`config.mk`:
```
export PLATFORM = sky130hd
export DESIGN_NAME = dmem_arbiter_flat
export DESIGN_NICKNAME = d
export VERILOG_FILES = /design/src/rtl/dmem_arbiter_if.sv /design/src/rtl/dmem_arbiter.sv /design/src/flat_wrapper.sv
export SDC_FILE = /design/constraint.sdc
export NUM_CORES = 1
export LEC_CHECK = 0
export CAP_MARGIN = 20
export CELL_PAD_IN_SITES_DETAIL_PLACEMENT = 0
export CELL_PAD_IN_SITES_GLOBAL_PLACEMENT = 1
export CORE_ASPECT_RATIO = 0.75
export CORE_MARGIN = 2
export CORE_UTILIZATION = 31
export DETAILED_ROUTE_END_ITERATION = 8
export PLACE_DENSITY_LB_ADDON = 0.25
export SYNTH_ARGS = -nofsm -noshare
export SYNTH_HDL_FRONTEND = slang
export SYNTH_SLANG_ARGS = --single-unit
```
`constraint.sdc`:
```
create_clock -name clk -period 4.7 [get_ports clk]
set_input_delay 0.47 -clock clk [delete_from_list [all_inputs] [get_ports clk]]
set_output_delay 0.47 -clock clk [all_outputs]
set_load 0.01 [all_outputs]
```
`src/rtl/dmem_arbiter_if.sv`:
```
`default_nettype none
// ============================================================================
// Module   : dmem_arbiter_if
// Brief    : Pipeline, debug and memory-port signals of the data memory arbiter.
// Revision : 1.0
// ============================================================================
interface dmem_arbiter_if #(
  parameter int ADDR_WIDTH = 32,
  parameter int DATA_WIDTH = 32
);
  logic                  pipe_req;
  logic                  pipe_we;
  logic [ADDR_WIDTH-1:0] pipe_addr;
  logic [DATA_WIDTH-1:0] pipe_wdata;
  logic [DATA_WIDTH-1:0] pipe_rdata;
  logic                  pipe_stall;

  logic                  dbg_req;
  logic                  dbg_we;
  logic [ADDR_WIDTH-1:0] dbg_addr;
  logic [DATA_WIDTH-1:0] dbg_wdata;
  logic [DATA_WIDTH-1:0] dbg_rdata;
  logic                  dbg_ack;

  logic                  mem_en;
  logic                  mem_we;
  logic [ADDR_WIDTH-1:0] mem_addr;
  logic [DATA_WIDTH-1:0] mem_wdata;
  logic [DATA_WIDTH-1:0] mem_rdata;

  // The arbiter serves both requesters and drives the memory port.
  modport slave (
    input  pipe_req, pipe_we, pipe_addr, pipe_wdata,
    output pipe_rdata, pipe_stall,
    input  dbg_req, dbg_we, dbg_addr, dbg_wdata,
    output dbg_rdata, dbg_ack,
    output mem_en, mem_we, mem_addr, mem_wdata,
    input  mem_rdata
  );

  modport master (
    output pipe_req, pipe_we, pipe_addr, pipe_wdata,
    input  pipe_rdata, pipe_stall,
    output dbg_req, dbg_we, dbg_addr, dbg_wdata,
    input  dbg_rdata, dbg_ack,
    input  mem_en, mem_we, mem_addr, mem_wdata,
    output mem_rdata
  );
endinterface
`default_nettype wire

```
`src/rtl/dmem_arbiter.sv`:
```
`default_nettype none
// ============================================================================
// Module   : dmem_arbiter
// Brief    : Sequences one access at a time to the single-port data memory,
//            shared between the MEM stage and the debug unit.
// Revision : 1.0
// ============================================================================
module dmem_arbiter #(
  parameter int ADDR_WIDTH   = 32,
  parameter int DATA_WIDTH   = 32,
  parameter int MEM_LATENCY  = 1,
  parameter int DBG_MAX_WAIT = 8
) (
  input wire            clk,
  input wire            rst,
  dmem_arbiter_if.slave bus
);

  typedef enum logic [1:0] {
    ST_IDLE  = 2'd0,
    ST_ISSUE = 2'd1,
    ST_WAIT  = 2'd2,
    ST_DONE  = 2'd3
  } state_t;

  localparam logic       c_own_pipe = 1'b0;
  localparam logic       c_own_dbg  = 1'b1;
  localparam logic [7:0] c_skip_max = 8'(DBG_MAX_WAIT);
  localparam logic [3:0] c_latency  = 4'(MEM_LATENCY);

  state_t                r_state;
  state_t                w_state_next;
  logic                  r_owner;
  logic [7:0]            r_skip;
  logic [3:0]            r_wait;
  logic                  r_mem_we;
  logic [ADDR_WIDTH-1:0] r_mem_addr;
  logic [DATA_WIDTH-1:0] r_mem_wdata;
  logic [DATA_WIDTH-1:0] r_pipe_rdata;
  logic [DATA_WIDTH-1:0] r_dbg_rdata;

  logic w_grant;
  logic w_dbg_wins;
  logic w_capture;
  logic w_mem_en;
  logic w_dbg_ack;
  logic w_pipe_done;

  always_ff @(posedge clk or posedge rst) begin
    if (rst) begin
      r_state <= ST_IDLE;
    end else begin
      r_state <= w_state_next;
    end
  end

  always_comb begin
    w_state_next = r_state;
    w_grant      = 1'b0;
    w_dbg_wins   = 1'b0;
    w_capture    = 1'b0;
    w_mem_en     = 1'b0;
    w_dbg_ack    = 1'b0;
    w_pipe_done  = 1'b0;
    case (r_state)
      ST_IDLE: begin
        if (bus.pipe_req || bus.dbg_req) begin
          w_grant      = 1'b1;
          // Debug only overtakes a waiting pipeline once it has been skipped enough times.
          w_dbg_wins   = bus.dbg_req && (!bus.pipe_req || (r_skip == c_skip_max));
          w_state_next = ST_ISSUE;
        end
      end
      ST_ISSUE: begin
        w_mem_en     = 1'b1;
        w_state_next = ST_WAIT;
      end
      ST_WAIT: begin
        if (r_wait == 4'd1) begin
          w_capture    = !r_mem_we;
          w_state_next = ST_DONE;
        end
      end
      ST_DONE: begin
        w_dbg_ack    = (r_owner == c_own_dbg);
        w_pipe_done  = (r_owner == c_own_pipe);
        w_state_next = ST_IDLE;
      end
      default: begin
        w_state_next = ST_IDLE;
      end
    endcase
  end

  always_ff @(posedge clk or posedge rst) begin
    if (rst) begin
      r_owner      <= c_own_pipe;
      r_skip       <= '0;
      r_wait       <= '0;
      r_mem_we     <= 1'b0;
      r_mem_addr   <= '0;
      r_mem_wdata  <= '0;
      r_pipe_rdata <= '0;
      r_dbg_rdata  <= '0;
    end else begin
      if (w_grant) begin
        r_owner     <= w_dbg_wins ? c_own_dbg : c_own_pipe;
        r_mem_we    <= w_dbg_wins ? bus.dbg_we    : bus.pipe_we;
        r_mem_addr  <= w_dbg_wins ? bus.dbg_addr  : bus.pipe_addr;
        r_mem_wdata <= w_dbg_wins ? bus.dbg_wdata : bus.pipe_wdata;
        if (w_dbg_wins) begin
          r_skip <= '0;
        end else if (bus.dbg_req && (r_skip != c_skip_max)) begin
          r_skip <= r_skip + 8'd1;
        end
      end

      if (r_state == ST_ISSUE) begin
        r_wait <= c_latency;
      end else if (r_state == ST_WAIT) begin
        r_wait <= r_wait - 4'd1;
      end

      if (w_capture) begin
        if (r_owner == c_own_dbg) begin
          r_dbg_rdata <= bus.mem_rdata;
        end else begin
          r_pipe_rdata <= bus.mem_rdata;
        end
      end
    end
  end

  assign bus.mem_en     = w_mem_en;
  assign bus.mem_we     = r_mem_we;
  assign bus.mem_addr   = r_mem_addr;
  assign bus.mem_wdata  = r_mem_wdata;
  assign bus.pipe_rdata = r_pipe_rdata;
  assign bus.dbg_rdata  = r_dbg_rdata;
  assign bus.dbg_ack    = w_dbg_ack;
  // Stall is released combinationally in DONE so the pipeline advances on that edge.
  assign bus.pipe_stall = bus.pipe_req & ~w_pipe_done & ~rst;

endmodule
`default_nettype wire

```
`src/flat_wrapper.sv`:
```
// flat-port wrapper written by rule: the top's interface ports become plain ports
module dmem_arbiter_flat 
#(
  parameter int ADDR_WIDTH   = 32,
  parameter int DATA_WIDTH   = 32,
  parameter int MEM_LATENCY  = 1,
  parameter int DBG_MAX_WAIT = 8
)
  (clk, rst, bus_pipe_req, bus_pipe_we, bus_pipe_addr, bus_pipe_wdata, bus_pipe_rdata, bus_pipe_stall, bus_dbg_req, bus_dbg_we, bus_dbg_addr, bus_dbg_wdata, bus_dbg_rdata, bus_dbg_ack, bus_mem_en, bus_mem_we, bus_mem_addr, bus_mem_wdata, bus_mem_rdata);
  dmem_arbiter_if #(.ADDR_WIDTH(ADDR_WIDTH), .DATA_WIDTH(DATA_WIDTH)) bus_i ();
  input wire clk;
  input wire rst;
  input wire logic [$bits(bus_i.pipe_req)-1:0] bus_pipe_req;
  input wire logic [$bits(bus_i.pipe_we)-1:0] bus_pipe_we;
  input wire logic [$bits(bus_i.pipe_addr)-1:0] bus_pipe_addr;
  input wire logic [$bits(bus_i.pipe_wdata)-1:0] bus_pipe_wdata;
  output wire logic [$bits(bus_i.pipe_rdata)-1:0] bus_pipe_rdata;
  output wire logic [$bits(bus_i.pipe_stall)-1:0] bus_pipe_stall;
  input wire logic [$bits(bus_i.dbg_req)-1:0] bus_dbg_req;
  input wire logic [$bits(bus_i.dbg_we)-1:0] bus_dbg_we;
  input wire logic [$bits(bus_i.dbg_addr)-1:0] bus_dbg_addr;
  input wire logic [$bits(bus_i.dbg_wdata)-1:0] bus_dbg_wdata;
  output wire logic [$bits(bus_i.dbg_rdata)-1:0] bus_dbg_rdata;
  output wire logic [$bits(bus_i.dbg_ack)-1:0] bus_dbg_ack;
  output wire logic [$bits(bus_i.mem_en)-1:0] bus_mem_en;
  output wire logic [$bits(bus_i.mem_we)-1:0] bus_mem_we;
  output wire logic [$bits(bus_i.mem_addr)-1:0] bus_mem_addr;
  output wire logic [$bits(bus_i.mem_wdata)-1:0] bus_mem_wdata;
  input wire logic [$bits(bus_i.mem_rdata)-1:0] bus_mem_rdata;
  assign bus_i.pipe_req = bus_pipe_req;
  assign bus_i.pipe_we = bus_pipe_we;
  assign bus_i.pipe_addr = bus_pipe_addr;
  assign bus_i.pipe_wdata = bus_pipe_wdata;
  assign bus_pipe_rdata = bus_i.pipe_rdata;
  assign bus_pipe_stall = bus_i.pipe_stall;
  assign bus_i.dbg_req = bus_dbg_req;
  assign bus_i.dbg_we = bus_dbg_we;
  assign bus_i.dbg_addr = bus_dbg_addr;
  assign bus_i.dbg_wdata = bus_dbg_wdata;
  assign bus_dbg_rdata = bus_i.dbg_rdata;
  assign bus_dbg_ack = bus_i.dbg_ack;
  assign bus_mem_en = bus_i.mem_en;
  assign bus_mem_we = bus_i.mem_we;
  assign bus_mem_addr = bus_i.mem_addr;
  assign bus_mem_wdata = bus_i.mem_wdata;
  assign bus_i.mem_rdata = bus_mem_rdata;
  dmem_arbiter #(.ADDR_WIDTH(ADDR_WIDTH), .DATA_WIDTH(DATA_WIDTH), .MEM_LATENCY(MEM_LATENCY), .DBG_MAX_WAIT(DBG_MAX_WAIT)) u_core (.clk(clk), .rst(rst), .bus(bus_i));
endmodule
```
Word level (Yosys, flattened, before mapping)
Cells that the tools add are included.

cells by class
  $add $sub $neg = 2
  multiply operators = 0
  divide/modulo/power cells = 0
  $lt $le $gt $ge = 0
  equal/unequal tests = 8
  shift operators = 0
  mux-type cells = 20
  bitwise logic cells = 5
  reduce and logical (&&, ||, !) cells = 13

operators with widths
  cell                   count
  $mux W32               2
  $mux W8                2
  $mux W1                11
  $add A8 B1 Y8 const B  1
  $eq A8 B4 Y1 const B   1
  $mux W4                2
  $ne A8 B4 Y1 const B   1
  $pmux W2 S4            1
  $reduce_and A2 Y1      4
  $eq A2 B2 Y1 const B   2
  $eq A4 B1 Y1 const B   1
  $mux W2                2
  $ne A2 B1 Y1 const B   2
  $reduce_bool A2 Y1     2
  $sub A4 B1 Y4 const B  1
  $not A1 Y1             3
  $and A1 B1 Y1          2
  $eq A2 B1 Y1 const B   1
  $logic_and A1 B1 Y1    2
  $logic_not A1 Y1       2
  $logic_not A2 Y1       1
  $logic_or A1 B1 Y1     2

word-level totals
  flip-flop bits (word level) = 144
  bits in latches = 0
  bits in writable memories = 0
  memory bits (read-only) = 0
  output and inout port bits = 132
  logic and storage cells = 57
  memories = 0

Depth between registers and ports, before layout
Gate-level depths: netlist of run 1.

  word-level depth = 7
  depth in mapped cells = 8
  gate-level depth less buffers = 6

Worst setup path after synthesis of run 1
Ideal clock, no wire load.

  path type = register to register
  from = reg u_core.r_wait[1]
  to = reg u_core.r_pipe_rdata[0], in the netlist u_core.bus.pipe_rdata[0]
  setup time = 0.128 ns
  data arrival time = 1.836 ns
  slack = 2.737 ns
  cell stages (with the launch flop) = 9
  cells stage by stage = dfrtp_1 -> inv_1 -> ha_1 -> or3b_1 -> nor3b_2 -> and2_1 -> buf_2 -> buf_4 -> mux2_1

between the ends
  word-level cells in the longest chain between the ends = 4

ends and longest elaborated chain
  what                                RTL line             source
  start, declared                     dmem_arbiter.sv:35   logic [3:0] r_wait;
  start signal, assigned              dmem_arbiter.sv:119  r_wait <= c_latency;
  start signal, assigned              dmem_arbiter.sv:121  r_wait <= r_wait - 4'd1;
  $eq A4 B1 Y1                        dmem_arbiter.sv:79   if (r_wait == 4'd1) begin
  $mux W1                             dmem_arbiter.sv:79
  $mux W1                             dmem_arbiter.sv:65   case (r_state)
  $reduce_and A2 Y1 (no source line)  --
  end signal, assigned                dmem_arbiter.sv:128  r_pipe_rdata <= bus.mem_rdata;
  end, declared                       dmem_arbiter.sv:39   logic [DATA_WIDTH-1:0] r_pipe_rdata;

No other way between the ends.
A chain may end at the register's enable or synchronous reset.

Worst setup path after layout of run 1
  from = reg u_core.r_state[0]
  to = reg u_core.r_mem_addr[11], in the netlist u_core.bus.mem_addr[11]

between the ends
  word-level cells in the longest chain between the ends = 3
  elaborated cells between the ends (all ways) = 4
  those cells by class = 3 x mux; 1 x reduce/logical

ends and longest elaborated chain
  what                    RTL line             source
  start, declared         dmem_arbiter.sv:31   state_t r_state;
  start signal, assigned  dmem_arbiter.sv:53   r_state <= w_state_next;
  $logic_not A2 Y1 *      dmem_arbiter.sv:65
  $mux W1                 dmem_arbiter.sv:65
  $mux W32                dmem_arbiter.sv:109  r_mem_addr <= w_dbg_wins ? bus.dbg_addr : bus.pipe_addr;
  end signal, assigned    dmem_arbiter.sv:109
  end, declared           dmem_arbiter.sv:37   logic [ADDR_WIDTH-1:0] r_mem_addr;

Every way passes the cells marked *; elsewhere a longest branch is shown, timed or not.

==> results of run 1 <==
## cells in the mapped netlist (2+ instances only)
library cell	instances	area [um2]
a31oi_1	65	407
inv_1	12	45.0
a21oi_1	66	330
clkbuf_1	36	135
o22ai_1	3	18.8
ha_1	8	100
buf_4	3	22.5
nand3_1	5	25.0
nand2_1	10	37.5
and2_1	3	18.8
buf_6	6	67.6
o21a_1	2	15.0
buf_2	6	30.0
xnor2_1	3	26.3
mux2_1	64	721
o21ai_1	69	345
nor3_1	2	10.0
dfrtp_1	144	3600
o21ai_0	4	20.0
nor2_1	75	282
## per-stage QoR
step	setup slack, ns	hold WS, ns
final	2.10	0.394
after global routing	1.88	0.419
after CTS	2.07	0.489
after detailed placement	1.82	0.474
after global placement	1.88	0.468
after floorplan	0.364	0.476
## worst reg2reg max path, cell delays in order, from the launching register on
cell and delay (ns):
dfrtp_1 0.42, inv_1 0.10, ha_1 0.35, and2_2 0.90
buf_4 0.43, a31oi_1 0.15, a21oi_1 0.19
## final cells by class
cell class | count | share of cell area [%]
Sequential cell | 144 | 35.5
Timing Repair Buffer | 308 | 30.5
Multi-Input combinational cell | 395 | 24.8
Clock buffer | 17 | 4.19
Tap cell | 258 | 3.18
Clock inverter | 15 | 1.34
Inverter | 12 | 0.493
## kinds of logic (layout without fill, tap and decap cells)
family / Yosys count / after routing / synth area share (%)
AO/OA/AOI/OAI: 213 / 213 / 18.3
XOR/XNOR: 4 / 4 / 0.548
adder cells (fa/ha/maj): 8 / 8 / 1.57
buffers and inverters: 63 / 352 / 4.70
flip-flops: 144 / 144 / 56.4
multiplexers: 65 / 65 / 11.5
AND/OR/NAND/NOR: 105 / 105 / 7.07
## worst min path at each step
stage                                    startpoint                        end  slack (ns)  cells past startpoint
final                                           rst    u_core.bus.mem_addr[25]        0.39                      2
after global placement     u_core.bus.pipe_rdata[9]   u_core.bus.pipe_rdata[9]        0.47                      1
after floorplan                    u_core.r_skip[2]           u_core.r_skip[2]        0.48                      1
after global routing                            rst    u_core.bus.mem_addr[25]        0.42                      2
after detailed placement  u_core.bus.pipe_rdata[30]  u_core.bus.pipe_rdata[30]        0.47                      1
after CTS                 u_core.bus.pipe_rdata[30]  u_core.bus.pipe_rdata[30]        0.49                      1
## power breakdown
part | total, mW | switching, mW | internal [mW]
clock | 1.30 | 0.561 | 0.734
combinational | 2.82 | 1.33 | 1.50
sequential | 2.11 | 0.314 | 1.80
total | 6.23 | 2.20 | 4.03
## routing by layer
layer	vias up	share of wire (%)
met2	269	48
met3	43	7.3
met4	0	3.3
met1	2781	41
li1	2704	-
met5	-	0
## flip-flops by register name, indices dropped and copies added, names as in the netlist
signal / count
u_core.bus.dbg_rdata: 32
u_core.bus.mem_addr: 32
u_core.bus.mem_wdata: 32
u_core.bus.mem_we: 1
u_core.bus.pipe_rdata: 32
u_core.r_owner: 1
u_core.r_skip: 8
u_core.r_state: 2
u_core.r_wait: 4
==> results.ini, run 1 <==
[die]
core_um2=20200
die_w_um=170
io_pins=298
initial_core_util_pct=31.6
rows=45
die-height_um=128
die_area_um2=21800

[worst_setup_path]
r2r_start=u_core.r_state[0]
path_class=flop to flop
cp_top_family=simple AND/OR/NAND/NOR gates
worstSetupStartpointType=flop
crit_path_max_fanout=50
crit_start=u_core.r_state[0]
end_kind=flop
crit_chain=inv_1, ha_1, and2_2, buf_4, a31oi_1, a21oi_1
critical_path_depth=6
cp_slowest_cell=and2_2
critical_path_buf_inv_count=2
cp.arrival_ns=2.95
reg2reg_depth=6
max_stage_delay_ns=0.90
required_ns=5.05
r2r_setup_slack_ns=2.10
cp-endpoint=u_core.bus.mem_addr[11]
rr_endpoint=u_core.bus.mem_addr[11]

[logic_synthesis]
synth_fp_nets=776
asyncSetResetFlopFracSynth_pct=100
synth-seq-cells=144
syn_inst=602
synth_edf_count=0
synth_ff_type=dfrtp_1
ys_seq_area_share_pct=56.4
syn_area_um2=6390
synth.avg_cell_area_um2=10.6
yosysWarnings=0
synth_cell_types=36

[layout]
final_util_pct=50.2
nFillCells=1767
finalNetCount=1052
layout_commonest_cell=clkdlybuf4s50_1
seq_area_um2=3600
final_cell_mix=clkdlybuf4s50_1 (297), dfrtp_1 (144), nor2_1 (75), o21ai_1 (68), a21oi_1 (66)
multi_input_area_um2=2520
n_antenna_cell=0
final_layout_size_suffix_gt1_share_pct=6.06
layout.cells.non_filler=1149
syn_to_final_growth_pct=58.8
finalInstanceArea_um2=10200

[power]
ir_drop_uv=234
cellPowerDensity_nw_per_um2=614
finalPower_mw=6.23
leakage_nw=4.15

[global_routing]
gr-usage-met1_pct=23.1
grt.busiest_layer=met2
grt_start_max_net_pins=118
overflow=0
use_met2_pct=30.4
grt_pass1_wl_um=32200
grt_usage_pct=18.6
globalRouteMet3Util_pct=5.35
grt_pass1_vias=6076
antenna_found_initial=0

[clock_network]
cts_buffers=17
ctsRootBufferMaster=clkbuf_16
postCtsSetupBuffers=0
clkSinkCount=144
insertion_delay_ns=0.42
cts-resized-gates=0
cts_max_path_buffers=2
worst_setup_hold_path_clk_slew_ns=0.07
htreeDepth=4
hold_buffers=0
tritoncts=done

[status]
status=finished, final reports clean

[timing]
clock_skew_ns=0.00980
rsz0062_at_grt=false
drv_slew=0
finalCriticalPeriod_ns=2.60
final.setup.tns_ns=0
setup_viol_count_final=0
tightest_slew_ns=1.07
finalHoldViolCount=0
slew_headroom_pct=28.5
max_freq_mhz=384
timing.final.crit_share_pct=55.3

[route]
vias=5797
drcViolationCount=0
wirelength_um=20400
first_iter_violations=300
final_antenna_net_count=0
wire_per_inst_um=17.7
viasPerCell=5.05
drt_pre_antenna_iters=6

[place]
routabilityCongestion=0.842
dpl_cell_area_um2=9540
port_buffers=297
dp.cells=1115
dp_hpwl_um=14100

[min_path]
min-delay-path-class=input port to async pin

[flow_run]
cap_violations=0

Power figures use the tool's default switching activity.
==> run 2: changes to the inputs <==
Clock period 4.7 ns to 2.4 ns, I/O delays scaled along.
==> results.ini, run 2 (synthesis results as in run 1) <==
[status]
status=finished, final reports clean  ; unchanged

[timing]
drv_slew=0  ; unchanged
finalHoldViolCount=0  ; unchanged
max_freq_mhz=474  ; was 384 MHz
setup_viol_count_final=0  ; unchanged
slew_headroom_pct=59.0  ; was 28.5%
clock_skew_ns=0.00959  ; was 0.00980 ns
final.setup.tns_ns=0  ; unchanged
hold_ws_ns=0.289  ; was 0.394 ns
finalCriticalPeriod_ns=2.11  ; was 2.60 ns
timing.final.crit_share_pct=87.8  ; was 55.3%
tightest_slew_ns=0.613  ; was 1.07 ns
rsz0062_at_grt=false  ; unchanged

[min_path]
min-delay-path-class=input port to async pin  ; unchanged

[clock_network]
htreeDepth=4  ; unchanged
worst_setup_hold_path_clk_slew_ns=0.06  ; was 0.07 ns
cts_buffers=17  ; unchanged
tritoncts=done  ; unchanged
cts-resized-gates=0  ; unchanged
cts_max_path_buffers=2  ; unchanged
postCtsSetupBuffers=0  ; unchanged
ctsRootBufferMaster=clkbuf_16  ; unchanged
clkSinkCount=144  ; unchanged
insertion_delay_ns=0.42  ; about the same
hold_buffers=0  ; unchanged

[route]
vias=5823  ; was 5797
final_antenna_net_count=0  ; unchanged
drcViolationCount=0  ; unchanged
viasPerCell=5.05  ; about the same
drt_pre_antenna_iters=5  ; was 6
first_iter_violations=418  ; was 300
wirelength_um=21000  ; was 20400 um
wire_per_inst_um=18.2  ; was 17.7 um

[power]
ir_drop_uv=503  ; was 234 uV
leakage_nw=4.21  ; was 4.15 nW
finalPower_mw=12.5  ; was 6.23 mW
cellPowerDensity_nw_per_um2=1210  ; was 614 nW/um2

[place]
dp_hpwl_um=14500  ; was 14100 um
port_buffers=297  ; unchanged
dpl_cell_area_um2=9700  ; was 9540 um2
routabilityCongestion=0.788  ; was 0.842

[die]
core_um2=20200  ; unchanged
die_area_um2=21800  ; unchanged
initial_core_util_pct=31.6  ; unchanged
io_pins=298  ; unchanged
die_w_um=170  ; unchanged
rows=45  ; unchanged
die-height_um=128  ; unchanged

[layout]
finalInstanceArea_um2=10300  ; was 10200 um2
nFillCells=1767  ; unchanged
finalNetCount=1057  ; was 1052
layout_commonest_cell=clkdlybuf4s50_1  ; unchanged
final_layout_size_suffix_gt1_share_pct=6.58  ; was 6.06%
syn_to_final_growth_pct=61.2  ; was 58.8%
n_antenna_cell=0  ; unchanged
final_cell_mix=clkdlybuf4s50_1 (297), dfrtp_1 (144), nor2_1 (75), o21ai_1 (68), a21oi_1 (66)  ; unchanged

[global_routing]
grt_usage_pct=19.2  ; was 18.6%
overflow=0  ; unchanged
antenna_found_initial=0  ; unchanged
grt_pass1_vias=6209  ; was 6076
grt_pass1_wl_um=32900  ; was 32200 um
grt_start_max_net_pins=66  ; was 118

[worst_setup_path]
crit_chain=inv_1, ha_1, or3b_1, nor3b_2, and2_1, buf_12, mux2_1  ; was inv_1, ha_1, and2_2, buf_4, a31oi_1, a21oi_1
crit_path_max_fanout=32  ; was 50
cp.arrival_ns=2.40  ; was 2.95 ns
end_kind=flop  ; unchanged
worstSetupStartpointType=flop  ; unchanged
required_ns=2.69  ; was 5.05 ns
path_class=flop to flop  ; unchanged
max_stage_delay_ns=0.39  ; was 0.90 ns
r2r_setup_slack_ns=0.29  ; was 2.10 ns
cp_slowest_cell=or3b_1  ; was and2_2

[flow_run]
cap_violations=0  ; unchanged

run 2: cell types whose count changed in the layout (fill, tap and decap cells not counted), moves of 2 or more:
cell      before  now
buf_12         0    9
clkinv_2       4    1
buf_16         2    0
buf_4          9    7
clkbuf_8       0    2
run 2: critical path, delay by kind of cell (launching register included):
| kind | cells | cell delay [ns] |
|---|---|---|
| and+or+nand+nor | 3 | 0.78 |
| buffers and inverters | 2 | 0.32 |
| DFF | 1 | 0.38 |
| muxes | 1 | 0.35 |
| adders and majority gates | 1 | 0.14 |
run 2: final cells by class:
| class | instances | area [um2] | area share, % |
|---|---|---|---|
| flip-flops and latches | 144 | 3600 | 35.0 |
| repair buffers | 313 | 3210 | 31.1 |
| multi-input cells | 395 | 2520 | 24.4 |
| clock buffers | 19 | 453 | 4.40 |
| well taps | 258 | 323 | 3.13 |
| clock inverters | 13 | 151 | 1.47 |
| inverters | 12 | 48.8 | 0.474 |
run 2: layer usage:
metal	vias to the layer above	GRT usage (%)	wire, um
li1	2711	-	-
met4	0	7.64	538
met2	235	32.1	10100
met5	-	0	0
met3	32	4.86	1300
met1	2845	24.1	9020
run 2: worst paths after layout:
check	start	endpoint	depth (start not counted)
setup reg to reg	u_core.r_wait[1]	u_core.bus.pipe_rdata[5]	7
hold reg to reg	u_core.bus.pipe_rdata[14]	u_core.bus.pipe_rdata[14]	1
min in group clk	bus_pipe_wdata[11]	u_core.bus.mem_wdata[11]	3
max in group asynchronous	rst	u_core.bus.mem_wdata[15]	3
setup / recovery	u_core.r_wait[1]	u_core.bus.pipe_rdata[5]	7
hold / removal	rst	u_core.bus.pipe_rdata[19]	2
run 2: report_power, final:
part / switching [mW] / internal [mW] / total, mW / leakage (nW)
registers: 0.609 / 3.52 / 4.13 / 1.71
clock network: 1.11 / 1.61 / 2.72 / 0.288
logic: 2.66 / 3.00 / 5.66 / 2.21
run 2: stage by stage:
step | setup slack [ns] | util (%) | instances
2_1_floorplan | 0.355 | - | 602
3_3_place_gp | 0.367 | 48.0 | 1122
3_5_place_dp | 0.291 | 48.0 | 1122
4_1_cts | 0.290 | 51.0 | 1154
5_1_grt | 0.128 | 51.0 | 1154
6_report | 0.292 | 51.0 | 1154
